File: src/rtl/reg_file_pkg.sv
// reg_file_pkg: shared defaults and index helpers for the scoreboarded register file.
package reg_file_pkg;
  localparam int WIDTH_DEF = 16;
  localparam int NUM_REGS_DEF = 8;
  localparam int SEL_W_DEF = $clog2(NUM_REGS_DEF);
  function automatic logic in_range(input int idx, input int n);
    return idx < n;
  endfunction
endpackage

File: src/rtl/decoder_onehot.sv
// decoder_onehot: enabled one-hot decoder; indices at or beyond N decode to all zeros.
module decoder_onehot #(
  parameter int SEL_W = 3,
  parameter int NUM_REGS = 8
) (
  input  logic                en,
  input  logic [SEL_W-1:0]    sel,
  output logic [NUM_REGS-1:0] y
);
  assign y = (en && int'(sel) < NUM_REGS) ? NUM_REGS'(1) << sel : '0;
endmodule

File: src/rtl/reg_file_sb.sv
// reg_file_sb: register file with pending-result scoreboard and optional write-to-read bypass.
module reg_file_sb
  import reg_file_pkg::*;
#(
  parameter int WIDTH = WIDTH_DEF,
  parameter int NUM_REGS = NUM_REGS_DEF,
  parameter int BYPASS = 1,
  localparam int SEL_W = $clog2(NUM_REGS)
) (
  input  logic                Clk,
  input  logic                Reset,
  input  logic                LD_REG,
  input  logic [SEL_W-1:0]    DR,
  input  logic [WIDTH-1:0]    D_in,
  input  logic [SEL_W-1:0]    SR1,
  input  logic [SEL_W-1:0]    SR2,
  output logic [WIDTH-1:0]    SR1_out,
  output logic [WIDTH-1:0]    SR2_out,
  input  logic                Issue,
  input  logic [SEL_W-1:0]    Issue_DR,
  output logic                Pend_SR1,
  output logic                Pend_SR2,
  output logic                Busy_any,
  output logic [NUM_REGS-1:0] Ld_signals
);
  logic [WIDTH-1:0]    regs [NUM_REGS];
  logic [NUM_REGS-1:0] pending;
  logic [NUM_REGS-1:0] iss;
  logic                sr1_ok, sr2_ok, byp1, byp2;
  decoder_onehot #(.SEL_W(SEL_W), .NUM_REGS(NUM_REGS)) u_ld (.en(LD_REG), .sel(DR), .y(Ld_signals));
  decoder_onehot #(.SEL_W(SEL_W), .NUM_REGS(NUM_REGS)) u_iss (.en(Issue), .sel(Issue_DR), .y(iss));
  always_ff @(posedge Clk or negedge Reset) begin
    if (!Reset) regs <= '{default: '0};
    else
      for (int i = 0; i < NUM_REGS; i++)
        if (Ld_signals[i]) regs[i] <= D_in;
  end
  // set is ORed in after the clear so a same-index issue wins over a write
  always_ff @(posedge Clk or negedge Reset) begin
    if (!Reset) pending <= '0;
    else pending <= (pending & ~Ld_signals) | iss;
  end
  // reads are held at zero during reset so a bypassed D_in cannot leak out
  always_comb begin
    sr1_ok = Reset && in_range(int'(SR1), NUM_REGS);
    sr2_ok = Reset && in_range(int'(SR2), NUM_REGS);
    byp1 = BYPASS != 0 && sr1_ok && Ld_signals[SR1];
    byp2 = BYPASS != 0 && sr2_ok && Ld_signals[SR2];
    SR1_out = !sr1_ok ? '0 : byp1 ? D_in : regs[SR1];
    SR2_out = !sr2_ok ? '0 : byp2 ? D_in : regs[SR2];
    Pend_SR1 = sr1_ok && pending[SR1] && !byp1;
    Pend_SR2 = sr2_ok && pending[SR2] && !byp2;
    Busy_any = |pending;
  end
endmodule

File: config.mk
export PLATFORM = sky130hd
export DESIGN_NAME = reg_file_sb
export DESIGN_NICKNAME = d
export VERILOG_FILES = /design/src/rtl/reg_file_pkg.sv /design/src/rtl/decoder_onehot.sv /design/src/rtl/reg_file_sb.sv
export SDC_FILE = /design/constraint.sdc
export NUM_CORES = 1
export LEC_CHECK = 0
export CORE_ASPECT_RATIO = 1.75
export CORE_MARGIN = 2
export CORE_UTILIZATION = 55
export CTS_BUF_LIST = sky130_fd_sc_hd__clkbuf_2
export DETAILED_ROUTE_END_ITERATION = 6
export MAX_ROUTING_LAYER = met4
export PLACE_DENSITY = 0.77
export SETUP_SLACK_MARGIN = 0.4
export SLEW_MARGIN = 20
export SYNTH_ARGS = -nofsm -noshare
export SYNTH_HDL_FRONTEND = slang
export SYNTH_SLANG_ARGS = --single-unit
File: constraint.sdc
create_clock -name Clk -period 5.4 [get_ports Clk]
set_input_delay 1.35 -clock Clk [delete_from_list [all_inputs] [get_ports Clk]]
set_output_delay 1.35 -clock Clk [all_outputs]
set_load 0.01 [all_outputs]
==> metrics.md, run 1 <==
| Metric | Value |
|---|---|
| PnR Total Power | `2.91 mW` |
| Max cap viols | `0` |
| FP Rows | `57` |
| VDD IR max | `0.000166 V` |
| GRT overflow | `0` |
| Worst hold path class | `in -> async` |
| Initial antenna violation count | `1` |
| Drt drc | `0` |
| Pre-antenna DRT Iters | `4` |
| Pin count of the biggest net entering global routing | `81` |
| Status | `completed` |
| FF-to-FF path depth | `1` |
| Mapped Area | `0.00778 mm^2` |
| Antenna viol nets, final | `0` |
| Slowest cell on crit path | `clkdlybuf4s50_1` |
| Most used cell, CP | `clkdlybuf4s50_1` |
| Syn avg cell area | `15.4 um^2` |
| Worst slew pin tran | `501 ps` |
| Relative slew slack | `66.4%` |
| Leakage | `3.69 nW` |
| Routed wire length | `19,400 um` |
| Crit path max-delay family | `buffers and inverters` |
| Final Hold Viols | `0` |
| GP Congestion | `0.826` |
| Worst-Skew Late Latency | `700 ps` |
| Avg WL per Cell | `25.4 um` |
| Critical R2R Capture | `regs[73]` |
| H-Tree Depth | `4` |
| RSZ-0062 raised after global routing | `no` |
| Setup violators final | `0` |
| CP cell instances | `clkdlybuf4s50_1, xor2_2, o41ai_4, buf_12, a2bb2o_4, clkdlybuf4s50_1` |
| Die X | `93.9 um` |
| Final worst-path cycle share | `91.9%` |
| Vias | `4,939` |
| Layout cells sized above 1 | `47.7%` |
| CTS Buffer Depth | `2` |
| R2r setup slk | `4600 ps` |
| Clock Pin Slew Worst Setup and Hold Paths | `240 ps` |
| Final core occ | `65.1%` |
| Final nets | `606` |
| Startpoint Class | `input pin` |
| R2r startpoint | `regs[73]` |
| WHS | `462 ps` |
| EDFF count, synth | `0` |
| Synth-to-layout area growth | `15.8%` |
| Fin crit period | `4960 ps` |
| Synth area leaders | `dfrtp_1 (44%), mux4_2 (20%), mux2_2 (19%)` |
| Synthesized flop and latch total | `136` |
| Setup TNS | `0 ps` |
| Initial core utilization | `56.2%` |
| Data arrival time of the critical path | `3610 ps` |
| Ys Warns | `0` |
| Hold buffers post-CTS | `0` |
| Core Area | `0.0138 mm^2` |
| Clock root cell | `clkbuf_2` |
| Commonest cells post-synth | `dfrtp_1 (136), mux2_2 (128), mux4_2 (68), mux2i_1 (34), o2bb2ai_1 (30)` |
| Via density | `6.46` |
| Fmax | `0.201 GHz` |
| Most common cell in the synthesized netlist | `dfrtp_1` |
| Critical path class | `in -> out` |
| Num CTS Buffers | `17` |
| First-pass GRT wire length | `30,400 um` |
| CTS tree | `yes` |
| Number of global-route vias before repair | `5,326` |
| Die area | `0.0151 mm^2` |
| Post-synthesis async set-or-reset flop share | `100%` |
| Setup crit end kind | `output pin` |
| Critical Path RT | `4050 ps` |
| Die height | `161 um` |
| Clock Sink Count | `136` |
| Worst clock skew | `0 ps` |
| HPWL reported at the end of detailed placement | `12,500 um` |
| Total Routing Usage GR | `28.3%` |
| Pwr per Cell Area | `323 mW/mm^2` |
| Top_reg_cell synth | `dfrtp_1` |
| Max incr delay on CP | `540 ps` |
| Syn nets | `536` |
| Post-synthesis cell count | `504` |
| Sequential fraction of the synthesis area | `43.8%` |
| Port-buffer cells | `74` |
| CP Buf/Inv Count | `3` |
| Yosys top cell area share | `43.8%` |
| DRT iter0 DRCs | `247` |
| Yosys top cell by area | `dfrtp_1` |
| Crit-path max FO | `13` |
| # IOs | `75` |
| Netlist cell types | `28` |
| Final Slew Violations | `0` |
==> power breakdown <==
part / total, mW / internal [mW] / switching, mW
clock: 0.663 / 0.267 / 0.396
sequential: 1.40 / 1.24 / 0.164
combinational: 0.843 / 0.535 / 0.308
total: 2.91 / 2.04 / 0.869
==> metrics by stage <==
stage	cell area, um^2	worst slack [ps]	instances
floorplan	7780	1510	504
CTS	8960	413	761
detailed placement	8690	437	729
global route	9000	378	765
finish	9000	436	765
global placement	8690	482	729
==> registers in the layout, indices dropped and copies added (netlist names) <==
name and count:
pending 8, regs 128
==> cell usage in the layout (no fill, tap or decap), drive strengths merged <==
cell,count
a2bb2o,2
buf,35
bufinv,3
clkbuf,19
clkdlybuf4s50,69
clkinv,4
clkinvlp,4
dfrtp,136
diode,1
dlymetal6s2s,1
inv,11
mux2,128
mux2i,34
mux4,68
nand2,9
nand2b,4
nand4,1
nand4b,3
nor2,2
nor3,2
nor3b,2
nor4,4
o21ai,4
o22ai,2
o2bb2ai,30
o32ai,2
o41ai,2
xor2,6
==> layout make-up <==
cell class,instances,area [um^2]
multi-input cells,305,4030
diodes,1,2.50
well taps,177,221
clock buffers,19,95.1
inverters,9,33.8
clock inverters,13,171
fillers,1038,4830
repair buffers,105,1040
flip-flops and latches,136,3400
==> worst max-delay path by stage <==
stage / start / to / slack (ps) / cells past startpoint
floorplan: SR1[0] / SR1_out[10] / 1510 / 5
global placement: DR[2] / SR2_out[15] / 480 / 6
detailed placement: DR[2] / SR2_out[15] / 440 / 6
CTS: DR[2] / SR2_out[15] / 410 / 6
global route: DR[1] / SR2_out[14] / 380 / 6
finish: DR[1] / SR2_out[14] / 440 / 6
==> per-layer routing <==
| metal | track usage, % | routed length (um) |
|---|---|---|
| met1 | 33.7 | 6950 |
| met2 | 48.5 | 10900 |
| met3 | 4.29 | 971 |
| met4 | 10.6 | 616 |
| met5 | - | 0 |
==> repair_timing <==
item,4_1_cts,5_1_grt
buffers inserted,0,2
endpoints found under the setup margin,0,22
gates resized for setup,0,1
==> cells by family (layout without fill, tap and decap cells) <==
family          after synthesis  count (layout)  share of synthesized area [%]
xor+xnor                      6               6                          0.869
flops                       136             136                           43.8
simple gates                 27              27                           3.01
other cells                   0               1                              0
buf+inv                      63             146                           4.54
compound gates               42              42                           5.24
mux                         230             230                           42.6
No activity file was read; power rests on OpenSTA's default activity.
==> run 2, diff against run 1 <==
CTS_CLUSTER_SIZE = 16   (was unset)
==> results of run 2 <==
Same layout as run 1: the final DEF is identical, and so are final timing and power.
==> run 3, diff against run 2 <==
CELL_PAD_IN_SITES_DETAIL_PLACEMENT = 2   (was unset)
CELL_PAD_IN_SITES_GLOBAL_PLACEMENT = 2   (was unset)
CORE_UTILIZATION = 47   (was 55)
PLACE_DENSITY = unset   (was 0.77)
PLACE_DENSITY_LB_ADDON = 0.1   (was unset)
SLEW_MARGIN = unset   (was 20)
==> metrics.md, run 3 (synthesis gave the netlist of run 1 again) <==
| Metric | Value |
|---|---|
| Setup crit end kind | `output pin` |
| H-Tree Depth | `4` |
| Startpoint Class | `input pin` |
| Critical Path RT | `4050 ps` |
| Total Routing Usage GR | `31.2%` |
| Setup TNS | `0 ps` |
| Status | `completed` |
| Relative slew slack | `53.1%` |
| DRT iter0 DRCs | `244` |
| PnR Total Power | `3.03 mW` |
| Routed wire length | `24,800 um` |
| Core Area | `0.0163 mm^2` |
| Die area | `0.0176 mm^2` |
| Initial antenna violation count | `1` |
| Die X | `101 um` |
| Final Slew Violations | `0` |
| Sequential cell area | `0.00340 mm^2` |
| Max cap viols | `0` |
| Data arrival time of the critical path | `3560 ps` |
| GRT overflow | `0` |
| Clock Pin Slew Worst Setup and Hold Paths | `240 ps` |
| Pwr per Cell Area | `337 mW/mm^2` |
| Layout cells sized above 1 | `47.9%` |
| R2r startpoint | `regs[101]` |
| Avg WL per Cell | `31.8 um` |
| Die height | `174 um` |
| Critical path class | `in -> out` |
| Fin crit period | `4910 ps` |
| Most common cell after layout, fill and taps aside | `dfrtp_1` |
| Vias | `5,109` |
| HPWL reported at the end of detailed placement | `15,800 um` |
| VDD IR max | `0.000230 V` |
| Multi-input gate area | `0.00403 mm^2` |
| Worst clock skew | `0 ps` |
| Commonest non-fill, non-tap cells in the layout | `dfrtp_1 (136), mux2_2 (128), clkdlybuf4s50_1 (69)` |
| Largest Register | `regs` |
| Synth-to-layout area growth | `15.6%` |
| Largest regs | `regs x128, pending x8` |
| GP Congestion | `0.793` |
| FP Rows | `62` |
| Num CTS Buffers | `17` |
| Clock root cell | `clkbuf_2` |
| CTS Buffer Depth | `2` |
| Pre-antenna DRT Iters | `4` |
| Post-CTS Resized | `0` |
| Worst hold path class | `in -> async` |
| Final worst-path cycle share | `91.0%` |
| Worst slew pin tran | `703 ps` |
| CTS tree | `yes` |
| Drt drc | `0` |
| Fillers | `1,446` |
| First-pass GRT wire length | `37,900 um` |
| Final nets | `606` |
| Clock Sink Count | `136` |
| Worst-Skew Late Latency | `750 ps` |
| Fmax | `0.204 GHz` |
| Max reg flops | `128` |
| Crit path from | `LD_REG` |
| Setup violators final | `0` |
| Initial core utilization | `47.7%` |
| RSZ-0062 raised after global routing | `no` |
| Leakage | `3.67 nW` |
| Port-buffer cells | `74` |
| Number of global-route vias before repair | `5,999` |
| Final Hold Viols | `0` |
| Crit-path max FO | `7` |
| # IOs | `75` |
| Pin count of the biggest net entering global routing | `129` |
| Antenna viol nets, final | `0` |
| Via density | `6.55` |
## run 3: worst paths after layout
check                              end  slack, ps  cells past startpoint
max in group asynchronous     regs[78]       4070                      2
min                           regs[65]        370                      1
min reg2reg                   regs[36]        560                      1
min in group Clk              regs[36]        560                      1
max                        SR1_out[12]        490                      8
max reg2reg                  regs[101]       4490                      1
## run 3: worst max-delay path: stages
cell	delay (ps)
clkdlybuf4s50_1	540
buf_4	220
nand2_1	190
nor4_4	220
buf_4	170
buf_4	140
o2bb2ai_1	150
clkdlybuf4s50_1	580
## run 3: timing repair
item,4_1_cts,5_1_grt
setup endpoints to repair,26,0
hold buffers,0,0
setup buffers,6,0
## run 3: per-stage QoR
step / cell area (um^2) / utilization [%] / std cells / setup WS (ps) / hold slack, ps
finish: 8990 / 55.2 / 780 / 488 / 375
global route: 8990 / 55.2 / 780 / 425 / 270
CTS: 8990 / 55.2 / 779 / 510 / 315
floorplan: 7780 / - / 504 / 1510 / 483
global placement: 8670 / 53.2 / 741 / 288 / 499
detailed placement: 8670 / 53.2 / 741 / 134 / 512
## run 3: final cells by class
class / count / area share [%]
inverters: 9 / 0.376
multi-input cells: 305 / 44.9
repair buffers: 105 / 11.2
clock inverters: 15 / 2.07
diodes: 1 / 0.0278
clock buffers: 17 / 0.947
flip-flops and latches: 136 / 37.9
well taps: 192 / 2.67
## run 3: layer usage
| metal | vias up | routed length (um) | GRT usage, % |
|---|---|---|---|
| met1 | 2790 | 8800 | 33.6 |
| li1 | 2104 | - | - |
| met2 | 154 | 14100 | 54.8 |
| met4 | 0 | 953 | 13.4 |
| met3 | 61 | 927 | 5.91 |
| met5 | - | 0 | - |
## run 3: power breakdown
group / switching, mW / internal (mW)
registers: 0.188 / 1.24
clock network: 0.434 / 0.267
logic: 0.362 / 0.534
==> variant, RTL diff (config.mk and constraints of run 1) <==
Reset style: synchronous (`Reset`), changed in 2 clocked blocks.
--- a/src/rtl/reg_file_sb.sv
+++ b/src/rtl/reg_file_sb.sv
@@ -29,14 +29,14 @@
   logic                sr1_ok, sr2_ok, byp1, byp2;
   decoder_onehot #(.SEL_W(SEL_W), .NUM_REGS(NUM_REGS)) u_ld (.en(LD_REG), .sel(DR), .y(Ld_signals));
   decoder_onehot #(.SEL_W(SEL_W), .NUM_REGS(NUM_REGS)) u_iss (.en(Issue), .sel(Issue_DR), .y(iss));
-  always_ff @(posedge Clk or negedge Reset) begin
+  always_ff @(posedge Clk) begin
     if (!Reset) regs <= '{default: '0};
     else
       for (int i = 0; i < NUM_REGS; i++)
         if (Ld_signals[i]) regs[i] <= D_in;
   end
   // set is ORed in after the clear so a same-index issue wins over a write
-  always_ff @(posedge Clk or negedge Reset) begin
+  always_ff @(posedge Clk) begin
     if (!Reset) pending <= '0;
     else pending <= (pending & ~Ld_signals) | iss;
   end
Function: differs if Reset is asserted again (counterexample within 4 cycles, from zero or initial values and one cycle with Reset low); with Reset held inactive, the same outputs for 4 cycles.
==> variant against run 1 <==
Core utilization down 1.1 points. Wire length rose by 21%. Register-to-register slack better by 0.03 ns. Cell count is 34% higher. Worst setup slack improved by 0.046 ns. Design area down 1.7%. Area after synthesis down 0.32%. Via count is 34% higher. Sequential cell count unchanged. Sequential share of layout area decreased by 7.0 points.
Power is not compared: it rests on default switching activity, and its combinational part moved more than twofold at a synthesized area within 25%.
==> variant: results (changes against run 1) <==
[place] half-perimeter wire length of the detailed placement result 15.15 mm [+21%]
[worst_setup_path] endpoint of the worst register-to-register path regs[100]
[clock_network] clock insertion delay at the later pin of the skew report 0.72 ns [+0.02 ns]
[detailed_routing] count of routing violations after the opening detailed-route iteration 673 [+170%]
[logic_synthesis] ranking of synthesized cells by instance count 257 x sky130_fd_sc_hd__nand2_1, 136 x sky130_fd_sc_hd__dfxtp_1, 119 x sky130_fd_sc_hd__a21boi_0, 68 x sky130_fd_sc_hd__mux4_2, 34 x sky130_fd_sc_hd__mux2i_1
[place] routability congestion estimate from global placement 0.8846 [+7.1%]
[global_routing] largest net degree at the start of global routing 75 [-7.4%]
[worst_setup_path] Worst path max stage delay 0.66 ns [+0.12 ns]
[detailed_routing] Detailed Routing Iterations Pass 1 5 [+1]
[worst_setup_path] critical path data arrival time 3.57 ns [-0.04 ns]
[clock_network] clock-pin transition on the worst setup and hold timing paths 0.21 ns [-0.03 ns]
[worst_setup_path] Setup crit start DR[2]
[logic_synthesis] ys async rst share 0% [-100 points]
[worst_setup_path] critical path fanouts, max 10 [-3]
[hold_path] type of the worst min-delay path reg2reg
[logic_synthesis] part of the Yosys area used for sequential elements 35.11% [-8.6 points]
[sta] Worst-Margin Slew 0.6604 ns [+0.1597 ns]
[worst_setup_path] RR Startpoint regs[100]
[logic_synthesis] largest cells by area after synthesis sky130_fd_sc_hd__dfxtp_1 35%, sky130_fd_sc_hd__mux4_2 20%, sky130_fd_sc_hd__nand2_1 12%, sky130_fd_sc_hd__a21boi_0 12%, sky130_fd_sc_hd__mux2i_1 4.4%
[detailed_routing] DR WL/cell 22.86 µm [-10%]
[detailed_routing] vias after detailed routing 6,622 [+34%]
[global_routing] first-pass GRT wire length 36.09 mm [+19%]
[place] total placed instance area 8532 µm² [-1.8%]
[outcome] run status finished, final reports clean
[place] Cells after DPL 994 [+36%]
[place] worst setup slack after placement 0.4314 ns [-0.005264 ns]
[logic_synthesis] nets in the synthesized netlist 819 [+53%]
[detailed_routing] vias per inst 6.442 [-0.23%]
variant: cell types whose count changed after synthesis, moves of 12 or more:
| cell | run 1 | this run |
|---|---|---|
| sky130_fd_sc_hd__clkbuf_1 | 6 | 25 |
| sky130_fd_sc_hd__buf_4 | 14 | 26 |
| sky130_fd_sc_hd__buf_1 | 18 | 6 |
| sky130_fd_sc_hd__nand2_1 | 9 | 257 |
| sky130_fd_sc_hd__a21boi_0 | 0 | 119 |
| sky130_fd_sc_hd__dfrtp_1 | 136 | 0 |
| sky130_fd_sc_hd__dfxtp_1 | 0 | 136 |
| sky130_fd_sc_hd__mux2_2 | 128 | 0 |
variant: repair_timing:
item / CTS / global route
resized for setup: 0 / 3
setup buffers: 0 / 1
hold buffers: 0 / 0
endpoints found under the setup margin: 0 / 28
variant: layout make-up:
type / instances / area (µm²)
antenna: 1 / 2.502
clock buffer: 20 / 100.1
clock inverter: 12 / 200.2
fill: 1153 / 4986
inverter: 9 / 38.79
multi-input combinational: 563 / 4531
sequential: 136 / 2723
tap: 177 / 221.5
timing repair buffer: 110 / 1033
variant: power by group:
group,leakage [µW],switching [µW],total (µW),internal (µW)
clock,0.000172,384,740,356
combinational,0.00170,166,301,134
sequential,0.00110,16.6,1040,1030
variant: worst register-to-register path, delay by kind of cell, from the launching register on:
| family | cells | cell delay (ns) |
|---|---|---|
| DFF | 1 | 0.40 |
| AOI/OAI and AO/OA | 1 | 0.21 |
| and+or+nand+nor | 1 | 0.08 |
variant: worst max path at each step:
| stage | end | slack, ns | cells past startpoint |
|---|---|---|---|
| 4_1_cts | SR1_out[6] | 0.40 | 6 |
| 5_1_grt | SR1_out[6] | 0.43 | 6 |
| 2_1_floorplan | SR2_out[10] | 1.50 | 5 |
| 6_report | SR2_out[3] | 0.48 | 6 |
| 3_5_place_dp | SR1_out[6] | 0.43 | 6 |
| 3_3_place_gp | SR1_out[7] | 0.49 | 6 |
variant: logic make-up after synthesis:
| family | Yosys count | share of synthesized area, % |
|---|---|---|
| buffers and inverters | 88 | 6.455 |
| multiplexers | 102 | 24.14 |
| AND/OR/NAND/NOR | 285 | 15.33 |
| flip-flops | 136 | 35.11 |
| AO/OA/AOI/OAI | 170 | 18.28 |
| XOR/XNOR | 6 | 0.6777 |
variant: per-stage QoR:
step                power, µW  util [%]  hold slack (ns)
CTS                      2085     63.84           0.4899
detailed placement       1359     61.67           0.4688
floorplan                1257         -           0.4421
finish                   2084     63.96           0.4882
global placement         1351     61.67           0.4493
global route             2146     63.96           0.5102
variant: per-layer routing:
layer / track usage [%] / vias up / wire [µm]
li1: - / 2899 / -
met1: 37.33 / 3187 / 8113
met2: 53.08 / 426 / 11640
met3: 6.157 / 110 / 2329
met4: 18.84 / 0 / 1408
met5: - / - / 0
